## config.mk

```make
export PLATFORM = sky130hd
export DESIGN_NAME = binary_to_stochastic_flat
export DESIGN_NICKNAME = d
export VERILOG_FILES = /design/src/rtl/binary_to_stochastic_if.sv /design/src/rtl/binary_to_stochastic.sv /design/src/flat_wrapper.sv
export SDC_FILE = /design/constraint.sdc
export NUM_CORES = 1
export LEC_CHECK = 0
export ABC_AREA = 1
export CAP_MARGIN = 20
export CORE_AREA = 4 4 66 68
export CTS_BUF_LIST = sky130_fd_sc_hd__clkbuf_16
export DETAILED_ROUTE_END_ITERATION = 6
export DIE_AREA = 0 0 70 72
export GPL_ROUTABILITY_DRIVEN = 0
export MAX_ROUTING_LAYER = met4
export PLACE_DENSITY = 0.73
export SETUP_SLACK_MARGIN = 0.02
export SLEW_MARGIN = 25
export SYNTH_ARGS = -nofsm -noshare
export SYNTH_HDL_FRONTEND = slang
export SYNTH_SLANG_ARGS = --single-unit
```

## constraint.sdc

```tcl
create_clock -name clk -period 4.31 [get_ports clk]
set_clock_uncertainty 0.05 [all_clocks]
set_input_delay 0.862 -clock clk [delete_from_list [all_inputs] [get_ports clk]]
set_output_delay 0.862 -clock clk [all_outputs]
set_load 0.05 [all_outputs]
```

## src/rtl/binary_to_stochastic_if.sv

```systemverilog
// rtl/binary_to_stochastic_if.sv - control and stream bundle for the binary-to-stochastic encoder
interface binary_to_stochastic_if #(
   parameter int WIDTH = 4
);
   logic                  start;
   logic [WIDTH-1:0]      bnum;
   logic                  sc_ready;
   logic                  sc_bit;
   logic                  sc_valid;
   logic [2**WIDTH-1:0]   sc_word;
   logic                  busy;
   logic                  done;

   // Requester side: issues conversions and consumes the stream.
   modport master (
      output start,
      output bnum,
      output sc_ready,
      input  sc_bit,
      input  sc_valid,
      input  sc_word,
      input  busy,
      input  done
   );

   // Encoder side.
   modport slave (
      input  start,
      input  bnum,
      input  sc_ready,
      output sc_bit,
      output sc_valid,
      output sc_word,
      output busy,
      output done
   );
endinterface

```

## src/rtl/binary_to_stochastic.sv

```systemverilog
// rtl/binary_to_stochastic.sv - encodes an unsigned operand into a 2^WIDTH-bit stochastic stream
module binary_to_stochastic #(
   parameter int WIDTH = 4,
   parameter int SEED  = 1
) (
   input  logic                  clk,
   input  logic                  rst_n,
   binary_to_stochastic_if.slave bus
);
   localparam int              LEN     = 2**WIDTH;
   localparam logic [WIDTH-1:0] IDX_MAX = '1;

   // An all-zero seed would lock the LFSR, so it is promoted to 1.
   localparam logic [WIDTH-1:0] SEED_W   = WIDTH'(SEED);
   localparam logic [WIDTH-1:0] SEED_EFF = (SEED_W == '0) ? WIDTH'(1) : SEED_W;

   // Tap masks of the maximal-length polynomials, one per supported width.
   localparam logic [7:0] TAPS =
      (WIDTH == 3) ? 8'b0000_0110 :
      (WIDTH == 4) ? 8'b0000_1100 :
      (WIDTH == 5) ? 8'b0001_0100 :
      (WIDTH == 6) ? 8'b0011_0000 :
      (WIDTH == 7) ? 8'b0110_0000 :
                     8'b1011_1000;
   localparam logic [WIDTH-1:0] TAP_MASK = TAPS[WIDTH-1:0];

   typedef enum logic [1:0] {
      ST_IDLE,
      ST_RUN,
      ST_DONE
   } state_t;

   state_t             state;
   logic [WIDTH-1:0]   op_q;
   logic [WIDTH-1:0]   idx;
   logic [WIDTH-1:0]   lfsr;
   logic [LEN-1:0]     word_q;
   logic               valid_q;
   logic               busy_q;
   logic               done_q;

   logic               feedback;
   logic [WIDTH-1:0]   lfsr_next;
   logic [WIDTH-1:0]   rnd;
   logic               sc_bit;
   logic               xfer;

   // Fibonacci step: shift left, XOR of the tapped bits enters at bit 0.
   always_comb begin
      feedback  = ^(lfsr & TAP_MASK);
      lfsr_next = {lfsr[WIDTH-2:0], feedback};
   end

   // Index 0 uses the zero value the LFSR can never produce, so the
   // comparand sequence covers every value 0..2^WIDTH-1 exactly once.
   always_comb begin
      rnd    = (idx == '0) ? '0 : lfsr;
      sc_bit = valid_q & (rnd < op_q);
      xfer   = valid_q & bus.sc_ready;
   end

   // Control FSM with registered status outputs and stream capture.
   always_ff @(posedge clk or negedge rst_n) begin
      if (!rst_n) begin
         state   <= ST_IDLE;
         op_q    <= '0;
         idx     <= '0;
         lfsr    <= SEED_EFF;
         word_q  <= '0;
         valid_q <= 1'b0;
         busy_q  <= 1'b0;
         done_q  <= 1'b0;
      end else begin
         case (state)
            ST_IDLE: begin
               done_q <= 1'b0;
               if (bus.start) begin
                  op_q    <= bus.bnum;
                  idx     <= '0;
                  word_q  <= '0;
                  lfsr    <= SEED_EFF;
                  valid_q <= 1'b1;
                  busy_q  <= 1'b1;
                  state   <= ST_RUN;
               end
            end
            ST_RUN: begin
               if (xfer) begin
                  word_q[idx] <= sc_bit;
                  // The seed is consumed at index 1, so hold it across index 0.
                  if (idx != '0) begin
                     lfsr <= lfsr_next;
                  end
                  if (idx == IDX_MAX) begin
                     valid_q <= 1'b0;
                     done_q  <= 1'b1;
                     state   <= ST_DONE;
                  end else begin
                     idx <= idx + 1'b1;
                  end
               end
            end
            ST_DONE: begin
               done_q <= 1'b0;
               busy_q <= 1'b0;
               state  <= ST_IDLE;
            end
            default: begin
               valid_q <= 1'b0;
               busy_q  <= 1'b0;
               done_q  <= 1'b0;
               state   <= ST_IDLE;
            end
         endcase
      end
   end

   assign bus.sc_bit   = sc_bit;
   assign bus.sc_valid = valid_q;
   assign bus.sc_word  = word_q;
   assign bus.busy     = busy_q;
   assign bus.done     = done_q;

   // done is a single-cycle pulse.
   a_done_pulse: assert property (@(posedge clk) disable iff (!rst_n)
      done_q |=> !done_q);

   // A valid stream bit only exists while the encoder is busy.
   a_valid_busy: assert property (@(posedge clk) disable iff (!rst_n)
      valid_q |-> busy_q);

   // A stalled bit stays presented unchanged.
   a_stall_hold: assert property (@(posedge clk) disable iff (!rst_n)
      (valid_q && !bus.sc_ready) |=> (valid_q && $stable(sc_bit)));
endmodule

```

## src/flat_wrapper.sv

```systemverilog
// flat-port wrapper written by rule: the top's interface ports become plain ports
module binary_to_stochastic_flat 
#(
   parameter int WIDTH = 4,
   parameter int SEED  = 1
)
  (clk, rst_n, bus_start, bus_bnum, bus_sc_ready, bus_sc_bit, bus_sc_valid, bus_sc_word, bus_busy, bus_done);
  binary_to_stochastic_if #(.WIDTH(WIDTH)) bus_i ();
  input  logic clk;
  input  logic rst_n;
  input wire logic [$bits(bus_i.start)-1:0] bus_start;
  input wire logic [$bits(bus_i.bnum)-1:0] bus_bnum;
  input wire logic [$bits(bus_i.sc_ready)-1:0] bus_sc_ready;
  output wire logic [$bits(bus_i.sc_bit)-1:0] bus_sc_bit;
  output wire logic [$bits(bus_i.sc_valid)-1:0] bus_sc_valid;
  output wire logic [$bits(bus_i.sc_word)-1:0] bus_sc_word;
  output wire logic [$bits(bus_i.busy)-1:0] bus_busy;
  output wire logic [$bits(bus_i.done)-1:0] bus_done;
  assign bus_i.start = bus_start;
  assign bus_i.bnum = bus_bnum;
  assign bus_i.sc_ready = bus_sc_ready;
  assign bus_sc_bit = bus_i.sc_bit;
  assign bus_sc_valid = bus_i.sc_valid;
  assign bus_sc_word = bus_i.sc_word;
  assign bus_busy = bus_i.busy;
  assign bus_done = bus_i.done;
  binary_to_stochastic #(.WIDTH(WIDTH), .SEED(SEED)) u_core (.clk(clk), .rst_n(rst_n), .bus(bus_i));
endmodule
```

==> results of run 1 <==
[metal layers]
layer / global-route usage / vias to the layer above / part of all wire
met2: 0.249 / 38 / 0.44
met5: - / - / 0
li1: - / 803 / -
met1: 0.224 / 713 / 0.50
met3: 0.0374 / 9 / 0.039
met4: 0.0957 / 0 / 0.025
[critical path, cell delays in order (launching register included)]
cell	delay (ns)
dfrtp_1	0.41
inv_1	0.13
ha_1	0.19
nand2_2	0.07
inv_1	0.16
nor2_1	0.06
ha_1	0.32
a211oi_2	0.24
a21boi_0	0.21
buf_4	0.22
[flip-flops by register name, indices dropped and copies added (netlist names)]
name	flops
u_core.op_q	4
u_core.state	2
u_core.bus.busy	1
u_core.idx	4
u_core.bus.done	1
u_core.lfsr	4
u_core.bus.sc_valid	1
u_core.bus.sc_word	16
[cells in the mapped netlist]
cell type / instances / area [um2]
a211oi_2: 1 / 12.5
a21boi_0: 1 / 7.51
a21boi_1: 1 / 7.51
a21oi_1: 8 / 40.0
a21oi_4: 1 / 16.3
buf_4: 1 / 7.51
buf_6: 3 / 33.8
clkbuf_1: 1 / 3.75
dfrtp_1: 32 / 801
dfstp_2: 1 / 26.3
ha_1: 7 / 87.6
inv_1: 22 / 82.6
inv_2: 3 / 11.3
mux2_2: 1 / 11.3
nand2_1: 57 / 214
nand2_2: 3 / 18.8
nand2_4: 2 / 22.5
nand3_1: 22 / 110
nand3_4: 2 / 35.0
nor2_1: 12 / 45.0
nor2_4: 2 / 22.5
nor2_8: 1 / 20.0
nor3_1: 14 / 70.1
nor3_2: 1 / 10.0
o21ai_0: 19 / 95.1
o21ai_1: 4 / 20.0
o22ai_1: 2 / 12.5
xor2_1: 1 / 8.76
[final timing paths]
| check | start | to | slack (ns) | depth (start not counted) |
|---|---|---|---|---|
| setup / recovery | u_core.idx[0] | bus_sc_bit | 1.09 | 9 |
| min in group asynchronous | rst_n | u_core.bus.sc_word[14] | 0.94 | 2 |
| max in group asynchronous | rst_n | u_core.lfsr[0] | 2.95 | 2 |
| hold reg to reg | u_core.bus.sc_word[9] | u_core.bus.sc_word[9] | 0.42 | 2 |
| setup reg to reg | u_core.idx[0] | u_core.bus.sc_word[5] | 2.17 | 10 |
| hold / removal | u_core.bus.sc_word[9] | u_core.bus.sc_word[9] | 0.42 | 2 |
[cell families after synthesis]
group / Yosys count / synth area share
compound gates: 37 / 0.114
xor+xnor: 1 / 0.00473
fa+ha+maj: 7 / 0.0473
buf+inv: 30 / 0.0749
flops: 33 / 0.446
mux: 1 / 0.00608
simple gates: 116 / 0.307
[metrics by stage]
stage,hold slack (ns),power (W)
5_1_grt,0.447,0.000674
4_1_cts,0.430,0.000660
3_3_place_gp,0.416,0.000329
6_report,0.422,0.000654
2_1_floorplan,0.430,0.000316
3_5_place_dp,0.415,0.000330
[final cells by class]
class                      instances  area, um2  area share
timing repair buffer              29        283       0.123
clock buffer                       5        125      0.0546
multi-input combinational        162        887       0.387
tap                               50       62.6      0.0273
inverter                          25       93.8      0.0409
sequential                        33        827       0.361
clock inverter                     3       13.8     0.00600
[power by group]
part            total, W  switching (W)  internal [W]
clock           0.000330       0.000121      0.000209
combinational  0.0000133     0.00000714    0.00000620
sequential      0.000310              0      0.000310
[cells in the final DEF, fill, tap and decap left out, types with 2 or more instances in the layout]
| cell | count |
|---|---|
| a21oi_1 | 8 |
| buf_4 | 3 |
| clkbuf_16 | 5 |
| clkdlybuf4s50_1 | 26 |
| clkinv_2 | 2 |
| dfrtp_1 | 32 |
| ha_1 | 7 |
| inv_1 | 23 |
| inv_2 | 3 |
| nand2_1 | 57 |
| nand2_2 | 3 |
| nand2_4 | 2 |
| nand3_1 | 22 |
| nand3_4 | 2 |
| nor2_1 | 12 |
| nor2_4 | 2 |
| nor3_1 | 14 |
| o21ai_0 | 19 |
| o21ai_1 | 4 |
| o22ai_1 | 2 |
==> results.md, run 1 <==
* Initial Util at 0.481
* # resized after CTS at 0
* Min-delay worst type: flip-flop to flip-flop
* Fmax at 311 MHz
* Syn Std Cell Area at 1850 um2
* Critical path required time at 3.40 ns
* Post-route DRC at 0
* Input/output buffers at 27
* CTS tree: yes
* Via count at 1563
* Final Cycle Share at 0.746
* PwrDens at 285 nW/um2
* Drt wl/cell at 12.4 um
* Placed Area at 2150 um2
* Dpl cells at 299
* Root Driver: clkbuf_16
* Post-CTS Setup Repair Bufs at 0
* Post-Layout Cell Count at 307
* Max VDD drop at 0.221 mV
* Mapped Cells at 225
* Routed wire length at 3820 um
* Setup crit start kind: flip-flop
* Via/cell ratio at 5.09
* # hold bufs at CTS at 0
* Total gr overflow at 0
* Min Tclk post-route at 3.22 ns
* Arrival time of the worst setup path at 2.30 ns
* Die Area at 5040 um2
* Final setup viols at 0
* Fillcell total at 343
* DP HPWL at 2690 um
* CP Max Fanout at 5
* Latest clock arrival within the worst-skew pair at 0.28 ns
* Critical Setup Path Class: flip-flop to primary output
* Post-synthesis average cell area at 8.24 um2
* # IOs at 28
* Die width at 70 um
* Critical Path End Type: primary output
* Distinct cells, synth at 28
* Placement Rows at 23
* Pleak at 1.10 nW
* RSZ-0062 raised after global routing: false
* Max Transition Viols Final at 0
* Number of max-cap violations at 0
* Pin count of the biggest net entering global routing at 34
* YS warnings at 0
* CTS HTree Levels at 2
* Sink Count at 33
* Final cell utilization of the core at 0.594
* TritonCTS Buffers at 5
* Final Cell Area at 2290 um2
* Setup ws final at 1.09 ns
* Register area share after synthesis at 0.446
* Clock-pin transition on the worst setup and hold timing paths at 0.05 ns
* Status: completed
* First DRT Iteration DRCs at 55
* Initial antenna violation count at 0
* Place WS at 1.36 ns
* Setup TNS at 0 ns
* FF+latch count, synth at 33
* Area grow syn2layout at 23.7%
* Number of global-route vias before repair at 1492
* Post-route ant nets at 0
* Ant. Diodes at 0
* Global-route wire length before repair at 6670 um
* Worst slew margin at 0.660
* 1st-pass router iterations at 4
* Worst-Margin Slew at 0.509 ns
* Die height at 72 um
* Layout cells sized above 1 at 0.109
* Core ar. at 3860 um2
* Tot GR Track Use at 0.172
* Longest Clk Path Bufs at 2
* Mapped Nets at 240
* Final Hold Vio Count at 0
* # nets final at 271
Note: power is estimated with default switching activity, not from simulation.
==> inputs of run 2 (changes only) <==
- clock period: 4.31 -> 2.97 ns (I/O delays scaled with it)
==> run 2 against run 1 <==
First-iteration DRC count is 130% higher. Sequential share of layout area decreased by 0.27 points. Flip-flop and latch count did not move. Via count up 0.26%. Clock power rose by 42%. Die area unchanged. Global-route usage rose by 0.79 points. Critical path depth unchanged. Core utilization rose by 0.45 points. Power is 44% higher. Non-clock buffer count grew 1.
==> results.md, run 2 (synthesis results as in run 1) <==
* Worst slew margin at 0.662
* Post-route ant nets at 0
* Root Driver: clkbuf_16
* Area grow syn2layout at 24.6%
* CTS HTree Levels at 2
* Worst path bufs/invs at 3
* Critical path required time at 2.33 ns
* RSZ-0062 raised after global routing: false
* Most used cell, CP: ha_1
* Via count at 1567
* Final Hold Vio Count at 0
* 1st-pass router iterations at 4
* Ant. Diodes at 0
* First DRT Iteration DRCs at 126
* Tot GR Track Use at 0.180
* Top Family by Delay on Critical Path: adder cells
* Placement Rows at 23
* Sink Count at 33
* # nets final at 272
* Core ar. at 3860 um2
* Layout cells sized above 1 at 0.117
* Global-route wire length before repair at 7000 um
* Max VDD drop at 0.284 mV
* Number of max-cap violations at 0
* PwrDens at 407 nW/um2
* Clock-pin transition on the worst setup and hold timing paths at 0.05 ns
* Multi-input logic area at 891 um2
* Largest register FFs at 16
* Post-route DRC at 0
* Drt wl/cell at 12.9 um
* Slowest stage cell, crit path: dfrtp_1
* Die Area at 5040 um2
* Latest clock arrival within the worst-skew pair at 0.27 ns
* Routed wire length at 3960 um
* Worst-Margin Slew at 0.506 ns
* Status: completed
* Die height at 72 um
* DP HPWL at 2720 um
* CTS tree: yes
* Number of global-route vias before repair at 1560
* Setup TNS at 0 ns
* Initial antenna violation count at 0
* Critical Path End Type: primary output
* Die width at 70 um
* Setup crit start kind: flip-flop
* Longest Clk Path Bufs at 2
* Pleak at 1.09 nW
* FF+latch area at 827 um2
* Fmax at 357 MHz
* Setup ws final at 0.172 ns
* Min Tclk post-route at 2.80 ns
* Fillcell total at 341
* TritonCTS Buffers at 5
* Max Transition Viols Final at 0
* Input/output buffers at 27
* Final setup viols at 0
* Most frequent cells in the layout: nand2_1, dfrtp_1, clkdlybuf4s50_1
* Final Cycle Share at 0.942
* Critical Setup Path Class: flip-flop to primary output
* CP Max Fanout at 5
* Initial Util at 0.481
* Slowest cell delay on critical path at 0.42 ns
* Pin count of the biggest net entering global routing at 34
* Min-delay worst type: flip-flop to flip-flop
* Place WS at 0.336 ns
* # IOs at 28
* CP Cell Sequence: inv_1 -> ha_1 -> nand2_2 -> inv_2 -> nor2_1 -> ha_1 -> a211oi_2 -> a21boi_2 -> buf_12
* Arrival time of the worst setup path at 2.15 ns
* Commonest non-fill, non-tap cell in the layout: nand2_1
* Total gr overflow at 0
* Via/cell ratio at 5.10
## run 2: changes by cell type in the layout (fill, tap and decap cells not counted)
cell      delta
a21boi_2     +1
clkinv_2     -2
inv_2        +2
a21boi_0     -1
buf_12       +1
inv_1        -2
clkinv_1     +1
## run 2: power by group
group | switching [W] | internal (W) | leakage (nW)
Combinational | 0.0000101 | 0.00000899 | 0.630
Sequential | 0 | 0.000451 | 0.395
Clock | 0.000171 | 0.000299 | 0.0685
## run 2: cell type report
| class | instances | share of cell area |
|---|---|---|
| inverter | 25 | 0.0406 |
| clock buffer | 5 | 0.0542 |
| clock inverter | 2 | 0.00325 |
| sequential | 33 | 0.358 |
| tap | 50 | 0.0271 |
| multi-input combinational | 162 | 0.386 |
| timing repair buffer | 30 | 0.131 |
## run 2: what timing repair did
action / CTS / global route
setup endpoints to repair: 0 / 1
hold buffers: 0 / 0
gates resized for setup: 0 / 2
setup buffers: 0 / 1
## run 2: metal layers
| layer | GRT usage | part of all wire | up-vias |
|---|---|---|---|
| met2 | 0.272 | 0.46 | 44 |
| met3 | 0.0346 | 0.053 | 10 |
| met4 | 0.0745 | 0.017 | 0 |
| met1 | 0.238 | 0.47 | 716 |
| met5 | - | 0 | - |
| li1 | - | - | 797 |
## run 2: worst paths after layout
path | startpoint | endpoint | slack [ns] | cells past startpoint
worst min register to register | u_core.bus.sc_word[8] | u_core.bus.sc_word[8] | 0.42 | 2
min in group asynchronous | rst_n | u_core.bus.sc_word[1] | 0.67 | 2
max in group asynchronous | rst_n | u_core.lfsr[0] | 1.88 | 2
worst max-delay path | u_core.idx[1] | bus_sc_bit | 0.17 | 9
worst min-delay path | u_core.bus.sc_word[8] | u_core.bus.sc_word[8] | 0.42 | 2
worst max register to register | u_core.idx[1] | u_core.bus.sc_word[6] | 0.85 | 11
## run 2: worst min-delay path: stages (launching register included)
cell     delay (ns)
dfrtp_1        0.34
nand2_1        0.05
nand2_1        0.05
## run 2: metrics by stage
stage | cells | util | total power, W | hold slack, ns | instance area, um2
2_1_floorplan | 225 | - | 0.000458 | 0.248 | 1860
3_3_place_gp | 299 | 0.563 | 0.000478 | 0.415 | 2170
3_5_place_dp | 299 | 0.563 | 0.000478 | 0.414 | 2170
4_1_cts | 306 | 0.597 | 0.000949 | 0.428 | 2300
5_1_grt | 307 | 0.599 | 0.000972 | 0.444 | 2310
6_report | 307 | 0.599 | 0.000939 | 0.424 | 2310
